[src/rtl/pwr_seq_pkg.sv]
// Shared definitions for the N-rail power sequencer.
//   - State codes as seen on oState (debug visibility, fixed encoding).
//   - Default delay constants, in 1 ms ticks.
package pwr_seq_pkg;

  // oState codes
  localparam logic [3:0] StateOn    = 4'h0;
  localparam logic [3:0] StatePwrUp = 4'h1;
  localparam logic [3:0] StatePwrDn = 4'h2;
  localparam logic [3:0] StateIdle  = 4'h9;
  localparam logic [3:0] StateLeak  = 4'hE;
  localparam logic [3:0] StateFault = 4'hF;

  typedef enum logic [3:0] {
    StOn    = StateOn,
    StPwrUp = StatePwrUp,
    StPwrDn = StatePwrDn,
    StIdle  = StateIdle,
    StLeak  = StateLeak,
    StFault = StateFault
  } state_e;

  // Default delays (ticks of iTick_1ms)
  localparam int unsigned DefNumRails  = 4;
  localparam int unsigned DefTmrW      = 16;
  localparam int unsigned DefPgTimeout = 10000;
  localparam int unsigned DefOnDly     = 10;
  localparam int unsigned DefOffDly    = 10;

endpackage

[src/rtl/seq_tick_timer.sv]
// Tick-driven delay timer shared by every sequencing step.
//   iClk      - clock
//   iRst_n    - asynchronous active-low reset
//   tick_i    - count enable strobe (1 ms)
//   clr_i     - synchronous clear, wins over tick_i
//   cmp_i     - compare value
//   expired_o - count >= cmp_i (a compare of 0 is expired straight after a clear)
module seq_tick_timer #(
  parameter int unsigned TMR_W = 16
) (
  input  logic             iClk,
  input  logic             iRst_n,
  input  logic             tick_i,
  input  logic             clr_i,
  input  logic [TMR_W-1:0] cmp_i,
  output logic             expired_o
);

  logic [TMR_W-1:0] cnt_q, cnt_d;

  always_comb begin
    cnt_d = cnt_q;
    if (clr_i) begin
      cnt_d = '0;
    end else if (tick_i && (cnt_q != '1)) begin
      // Saturate at all-ones rather than wrap
      cnt_d = cnt_q + TMR_W'(1);
    end
  end

  always_ff @(posedge iClk or negedge iRst_n) begin
    if (!iRst_n) begin
      cnt_q <= '0;
    end else begin
      cnt_q <= cnt_d;
    end
  end

  assign expired_o = (cnt_q >= cmp_i);

endmodule

[src/rtl/pwr_seq_nrail.sv]
// Parametrised N-rail power sequencer.
// Rails come up in index order 0..N-1, each step gated by that rail's power-good being
// stable for ON_DLY ticks; power-down runs in reverse with OFF_DLY ticks between rails.
// Sequencing timeouts and runtime PG loss are captured per rail as sticky flags.
// A leak forces the LEAK_KEEP_MASK rail subset on until reset.
// Ports:
//   iClk, iRst_n  - clock, asynchronous active-low reset
//   iTick_1ms     - one-cycle 1 kHz strobe, time base for all delays
//   iPwr_Req      - power-on request level
//   iLeak_N       - leak detect, active low, asynchronous
//   iRail_Mask    - per-rail PG bypass
//   iPG           - per-rail power-good, asynchronous
//   iFault_Clr    - clears FAULT when no power request is pending
//   oRail_EN      - rail enables
//   oSeqFlt       - sticky power-up timeout flags
//   oRunFlt       - sticky runtime PG-loss flags
//   oState        - FSM state code
//   oPwr_Ok       - high only in ON
module pwr_seq_nrail
  import pwr_seq_pkg::*;
#(
  parameter int unsigned           NUM_RAILS      = DefNumRails,
  parameter int unsigned           TMR_W          = DefTmrW,
  parameter int unsigned           PG_TIMEOUT     = DefPgTimeout,
  parameter int unsigned           ON_DLY         = DefOnDly,
  parameter int unsigned           OFF_DLY        = DefOffDly,
  parameter logic [NUM_RAILS-1:0]  LEAK_KEEP_MASK = NUM_RAILS'(1)
) (
  input  logic                 iClk,
  input  logic                 iRst_n,
  input  logic                 iTick_1ms,
  input  logic                 iPwr_Req,
  input  logic                 iLeak_N,
  input  logic [NUM_RAILS-1:0] iRail_Mask,
  input  logic [NUM_RAILS-1:0] iPG,
  input  logic                 iFault_Clr,
  output logic [NUM_RAILS-1:0] oRail_EN,
  output logic [NUM_RAILS-1:0] oSeqFlt,
  output logic [NUM_RAILS-1:0] oRunFlt,
  output logic [3:0]           oState,
  output logic                 oPwr_Ok
);

  localparam int unsigned IdxW = (NUM_RAILS > 1) ? $clog2(NUM_RAILS) : 1;
  localparam logic [IdxW-1:0]  LastIdx      = IdxW'(NUM_RAILS - 1);
  localparam logic [TMR_W-1:0] PgTimeoutCmp = TMR_W'(PG_TIMEOUT);
  localparam logic [TMR_W-1:0] OnDlyCmp     = TMR_W'(ON_DLY);
  localparam logic [TMR_W-1:0] OffDlyCmp    = TMR_W'(OFF_DLY);

  // Input synchronisers
  logic [NUM_RAILS-1:0] pg_meta_q, pg_sync_q;
  logic                 leak_meta_q, leak_sync_q;

  // FSM state
  state_e               state_q, state_d;
  logic [IdxW-1:0]      idx_q, idx_d;
  logic [NUM_RAILS-1:0] en_q, en_d;
  logic [NUM_RAILS-1:0] seq_flt_q, seq_flt_d;
  logic [NUM_RAILS-1:0] run_flt_q, run_flt_d;
  logic                 stable_q, stable_d;   // PWRUP: counting PG-stable rather than timeout
  logic                 dn_flt_q, dn_flt_d;   // PWRDN exit target: 1 = FAULT, 0 = IDLE
  logic                 pwr_ok_q, pwr_ok_d;

  // Timer control
  logic                 phase_clr;
  logic                 tmr_clr;
  logic [TMR_W-1:0]     tmr_cmp;
  logic                 tmr_exp;

  logic                 pg_ok;
  logic                 seq_to;
  logic [NUM_RAILS-1:0] run_lost;
  logic [IdxW-1:0]      idx_nxt, idx_prv;

  assign idx_nxt = idx_q + IdxW'(1);
  assign idx_prv = idx_q - IdxW'(1);

  always_comb begin
    state_d   = state_q;
    idx_d     = idx_q;
    en_d      = en_q;
    seq_flt_d = seq_flt_q;
    run_flt_d = run_flt_q;
    stable_d  = stable_q;
    dn_flt_d  = dn_flt_q;
    phase_clr = 1'b0;
    tmr_cmp   = '0;
    pg_ok     = pg_sync_q[idx_q] | iRail_Mask[idx_q];
    seq_to    = 1'b0;
    run_lost  = en_q & ~iRail_Mask & ~pg_sync_q;

    if (!leak_sync_q) begin
      // Leak overrides everything, no sequencing
      state_d = StLeak;
      en_d    = LEAK_KEEP_MASK;
    end else begin
      case (state_q)
        StIdle: begin
          en_d  = '0;
          idx_d = '0;
          if (iPwr_Req) begin
            state_d  = StPwrUp;
            en_d[0]  = 1'b1;
            stable_d = 1'b0;
          end
        end

        StPwrUp: begin
          tmr_cmp = stable_q ? OnDlyCmp : PgTimeoutCmp;
          seq_to  = !pg_ok && !stable_q && tmr_exp;
          if (seq_to) begin
            seq_flt_d[idx_q] = 1'b1;
            en_d[idx_q]      = 1'b0;
            state_d          = StPwrDn;
            dn_flt_d         = 1'b1;
          end else if (!iPwr_Req) begin
            en_d[idx_q] = 1'b0;
            state_d     = StPwrDn;
            dn_flt_d    = 1'b0;
          end else if (pg_ok != stable_q) begin
            // PG edge: restart the timer in the other phase. A PG glitch therefore also
            // restarts the timeout window.
            stable_d  = pg_ok;
            phase_clr = 1'b1;
          end else if (stable_q && tmr_exp) begin
            stable_d = 1'b0;
            if (idx_q == LastIdx) begin
              state_d = StOn;
            end else begin
              idx_d         = idx_nxt;
              en_d[idx_nxt] = 1'b1;
            end
          end
        end

        StOn: begin
          if (|run_lost) begin
            run_flt_d     = run_flt_q | run_lost;
            state_d       = StPwrDn;
            idx_d         = LastIdx;
            en_d[LastIdx] = 1'b0;
            dn_flt_d      = 1'b1;
          end else if (!iPwr_Req) begin
            state_d       = StPwrDn;
            idx_d         = LastIdx;
            en_d[LastIdx] = 1'b0;
            dn_flt_d      = 1'b0;
          end
        end

        StPwrDn: begin
          tmr_cmp     = OffDlyCmp;
          en_d[idx_q] = 1'b0;
          if (tmr_exp) begin
            if (idx_q == '0) begin
              state_d = dn_flt_q ? StFault : StIdle;
              en_d    = '0;
            end else begin
              idx_d         = idx_prv;
              en_d[idx_prv] = 1'b0;
            end
          end
        end

        StFault: begin
          en_d = '0;
          if (iFault_Clr && !iPwr_Req) begin
            state_d   = StIdle;
            seq_flt_d = '0;
            run_flt_d = '0;
          end
        end

        StLeak: begin
          en_d = LEAK_KEEP_MASK;
        end

        default: begin
          state_d = StIdle;
          en_d    = '0;
          idx_d   = '0;
        end
      endcase
    end

    pwr_ok_d = (state_d == StOn);
  end

  assign tmr_clr = phase_clr || (state_d != state_q) || (idx_d != idx_q);

  seq_tick_timer #(
    .TMR_W (TMR_W)
  ) u_timer (
    .iClk      (iClk),
    .iRst_n    (iRst_n),
    .tick_i    (iTick_1ms),
    .clr_i     (tmr_clr),
    .cmp_i     (tmr_cmp),
    .expired_o (tmr_exp)
  );

  always_ff @(posedge iClk or negedge iRst_n) begin
    if (!iRst_n) begin
      pg_meta_q   <= '0;
      pg_sync_q   <= '0;
      leak_meta_q <= 1'b1;
      leak_sync_q <= 1'b1;
      state_q     <= StIdle;
      idx_q       <= '0;
      en_q        <= '0;
      seq_flt_q   <= '0;
      run_flt_q   <= '0;
      stable_q    <= 1'b0;
      dn_flt_q    <= 1'b0;
      pwr_ok_q    <= 1'b0;
    end else begin
      pg_meta_q   <= iPG;
      pg_sync_q   <= pg_meta_q;
      leak_meta_q <= iLeak_N;
      leak_sync_q <= leak_meta_q;
      state_q     <= state_d;
      idx_q       <= idx_d;
      en_q        <= en_d;
      seq_flt_q   <= seq_flt_d;
      run_flt_q   <= run_flt_d;
      stable_q    <= stable_d;
      dn_flt_q    <= dn_flt_d;
      pwr_ok_q    <= pwr_ok_d;
    end
  end

  assign oRail_EN = en_q;
  assign oSeqFlt  = seq_flt_q;
  assign oRunFlt  = run_flt_q;
  assign oState   = state_q;
  assign oPwr_Ok  = pwr_ok_q;

endmodule

[config.mk]
export PLATFORM = sky130hd
export DESIGN_NAME = pwr_seq_nrail
export DESIGN_NICKNAME = d
export VERILOG_FILES = /design/src/rtl/pwr_seq_pkg.sv /design/src/rtl/seq_tick_timer.sv /design/src/rtl/pwr_seq_nrail.sv
export SDC_FILE = /design/constraint.sdc
export NUM_CORES = 1
export LEC_CHECK = 0
export ABC_AREA = 0
export CORE_UTILIZATION = 40
export DETAILED_ROUTE_END_ITERATION = 8
export HOLD_SLACK_MARGIN = 0.15
export SYNTH_ARGS = -nofsm -noshare
export SYNTH_HDL_FRONTEND = slang
export SYNTH_SLANG_ARGS = --single-unit
[constraint.sdc]
create_clock -name iClk -period 5.1 [get_ports iClk]
set_input_delay 1.02 -clock iClk [delete_from_list [all_inputs] [get_ports iClk]]
set_output_delay 1.02 -clock iClk [all_outputs]
set_load 0.01 [all_outputs]
==> flow_summary.json <==
{
  "grt_max_degree": 48,
  "synth_area_leader_cell": "dfrtp_1",
  "yosys.area_share.simple_pct": 28.58,
  "syn_area_um2": 3020,
  "power_frac_clock_pct": 29.9,
  "cpPeakStageDelay_ns": 0.82,
  "power_switching_uw": 283.3,
  "finalNetCount": 396,
  "finalSetupViolCount": 0,
  "critPathKind": "reg -> reg",
  "rows": 31,
  "synth.avg_cell_area_um2": 8.630,
  "seq_power_share_pct": 50.7,
  "initial_utilization_pct": 41.42,
  "run_status": "completed",
  "route.detailed.drc": 0,
  "cts_tree": "yes",
  "ir_worst_vdd_uv": 117.3,
  "cts_setup_buffers": 0,
  "rsz0062_at_grt": "no",
  "p_comb_share_pct": 19.4,
  "grt_first_pass_wirelength_um": 12920,
  "relSlewSlack_pct": 30.40,
  "dr.pass1.iters": 5,
  "cts_resized": 0,
  "fin_skew_ns": 0.01868,
  "cts_buffer_depth": 2,
  "synth-edff-count": 0,
  "yosys-top-cells-area": "dfrtp_1 36%, nor2_1 4.6%, a21oi_1 4.1%",
  "endpoint_kind": "register",
  "tightest_slew_ns": 1.044,
  "synth_top_family_by_area": "simple AND/OR/NAND/NOR gates",
  "wl_um": 7926,
  "synth_flop_cell": "dfrtp_1",
  "layoutNonFillerInstCount": 472,
  "numCtsBuffers": 5,
  "layout-drive-gt1-share_pct": 10.72,
  "postRouteAntennaNets": 0,
  "clock_sinks": 47,
  "cts_hold_buf": 0,
  "grt_pass1_vias": 2576,
  "drv_cap": 0,
  "power_leakage_nw": 1.479,
  "seq_area_frac_synth_pct": 39.11,
  "path_cells": "or2_1 -> nor2_1 -> nand3_1 -> ha_1 -> nand2_1 -> or4_4 -> a31oi_4 -> nor2_2 -> a2111o_1 -> xnor2_1 -> or4b_1 -> nor3_1",
  "io_buffers": 30,
  "final_common_cell": "dfrtp_1",
  "drtIter0Drc": 232,
  "synthArstFlopShare_pct": 100.0,
  "dieArea_um2": 7902,
  "critPathMaxFanout": 16,
  "p_int_uw": 551.5,
  "final_cell_area_um2": 3485,
  "synth-xor-area-share_pct": 4.350,
  "synth_compound_area_share_pct": 18.02,
  "die_h_um": 88.90,
  "via_count": 2749,
  "place.gp.congestion": 0.9382,
  "cts-root-buf": "clkbuf_8",
  "synth.distinct_cells": 58,
  "worstPathArrival_ns": 4.73,
  "yosys_warnings": 0,
  "cp.required_ns": 5.33,
  "ys_ff_latch": 47,
  "finalMaxSlewViolations": 0,
  "switching_share_pct": 33.94,
  "antenna_found_initial": 0,
  "vias_per_cell": 5.824,
  "path_buf_inv": 0,
  "crit_family": "simple AND/OR/NAND/NOR gates",
  "areaGrowthSynthToFinish_pct": 15.37,
  "synthCells": 350,
  "cts.clk_slew.worst_paths_ns": 0.11,
  "pin_count": 31,
  "fin_setup_tns_ns": 0,
  "dpl.hpwl_um": 5678,
  "track_usage_pct": 21.39,
  "core_area_um2": 7292,
  "startpoint_type": "register",
  "min-delay-path-class": "reg -> reg",
  "synth_fa_ha_area_share_pct": 4.474,
  "die_w_um": 88.90,
  "muxShareOfSynthArea_pct": 1.367,
  "fillCellCount": 753,
  "fmax_mhz": 222.1,
  "p_per_area_nw_per_um2": 239.6,
  "dp_cells": 464,
  "synth_top_area_share_pct": 35.63,
  "place_area_um2": 3391,
  "finalHoldViolCount": 0,
  "htreeDepth": 2,
  "syn-num-nets": 374,
  "cp_slowest_cell": "or4b_1",
  "finalCriticalPeriod_ns": 4.501,
  "clk_latency_ns": 0.32,
  "final_cell_mix": "43 x dfrtp_1, 37 x nor2_1, 31 x nand2_1",
  "fin_crit_sh_pct": 88.26,
  "wl_per_cell_um": 16.79,
  "overflow": 0,
  "diodes": 0
}
[stage by stage]
step	hold slack [ns]	power, mW	worst slack, ns	utilization [%]
after floorplan	0.3312	0.5418	1.124	-
after global placement	0.3315	0.5907	0.7083	46.50
after detailed placement	0.3347	0.5922	0.6275	46.50
after CTS	0.3596	0.8414	0.5791	47.79
after global routing	0.3661	0.8779	0.3472	47.79
final	0.3560	0.8348	0.5985	47.79
[synth_stat cells, drive strengths merged, types with 3 or more instances]
cell type	count
nand2	31
nor4	9
and3	7
mux2i	3
o21ai	19
or2	7
dfrtp	43
a31oi	8
o311ai	3
nand2b	6
clkbuf	14
dfstp	4
and2	4
a21oi	25
nand4	3
ha	10
a21o	7
nor3	24
nor2	38
xor2	9
inv	11
nor3b	5
xnor2	6
buf	5
nand3	20
[cell families (layout without fill, tap and decap cells)]
kind of cell / Yosys count / in the layout
flip-flops: 47 / 47
AO/OA/AOI/OAI: 81 / 81
XOR/XNOR: 15 / 15
buffers and inverters: 30 / 53
adder cells (fa/ha/maj): 11 / 11
AND/OR/NAND/NOR: 162 / 162
multiplexers: 4 / 4
[final timing paths]
| check | startpoint | endpoint | slack (ns) | cells past startpoint |
|---|---|---|---|---|
| setup / recovery | oState[2] | u_timer.cnt_q[2] | 0.60 | 12 |
| hold / removal | pg_meta_q[2] | pg_sync_q[2] | 0.36 | 0 |
| setup reg to reg | oState[2] | u_timer.cnt_q[2] | 0.60 | 12 |
| hold reg to reg | pg_meta_q[2] | pg_sync_q[2] | 0.36 | 0 |
| max in group asynchronous | iRst_n | u_timer.cnt_q[4] | 3.57 | 1 |
| min in group asynchronous | iRst_n | oRail_EN[0] | 0.87 | 1 |
[flip-flops by register name, summed over array words and instances, names as in the netlist]
register,flops
oState,4
u_timer.cnt_q,16
idx_q,2
oPwr_Ok,1
oRail_EN,4
pg_sync_q,4
leak_meta_q,1
oRunFlt,4
oSeqFlt,4
stable_q,1
dn_flt_q,1
leak_sync_q,1
pg_meta_q,4
[power groups by stage]
stage | combinational (mW) | clock, mW | sequential, mW
after CTS | 0.163 | 0.256 | 0.423
final | 0.162 | 0.249 | 0.424
after global placement | 0.161 | 0 | 0.430
after detailed placement | 0.162 | 0 | 0.430
after floorplan | 0.125 | 0 | 0.417
after global routing | 0.180 | 0.272 | 0.426
[cell type report]
class                           instances  area, µm²  share of cell area [%]
Sequential cell                        47       1181                   33.90
Tap cell                               99      123.9                   3.555
Clock inverter                          3      25.02                  0.7181
Timing Repair Buffer                   34      325.3                   9.336
Inverter                               11      41.29                   1.185
Multi-Input combinational cell        273       1719                   49.34
Clock buffer                            5      68.82                   1.975
[per-layer routing]
layer,GRT usage (%),vias up,wire length (µm)
li1,-,1303,-
met1,31.58,1275,3737
met2,31.12,150,3410
met3,3.693,21,602
met4,8.358,0,176
met5,0,-,0
Power figures use the tool's default switching activity.
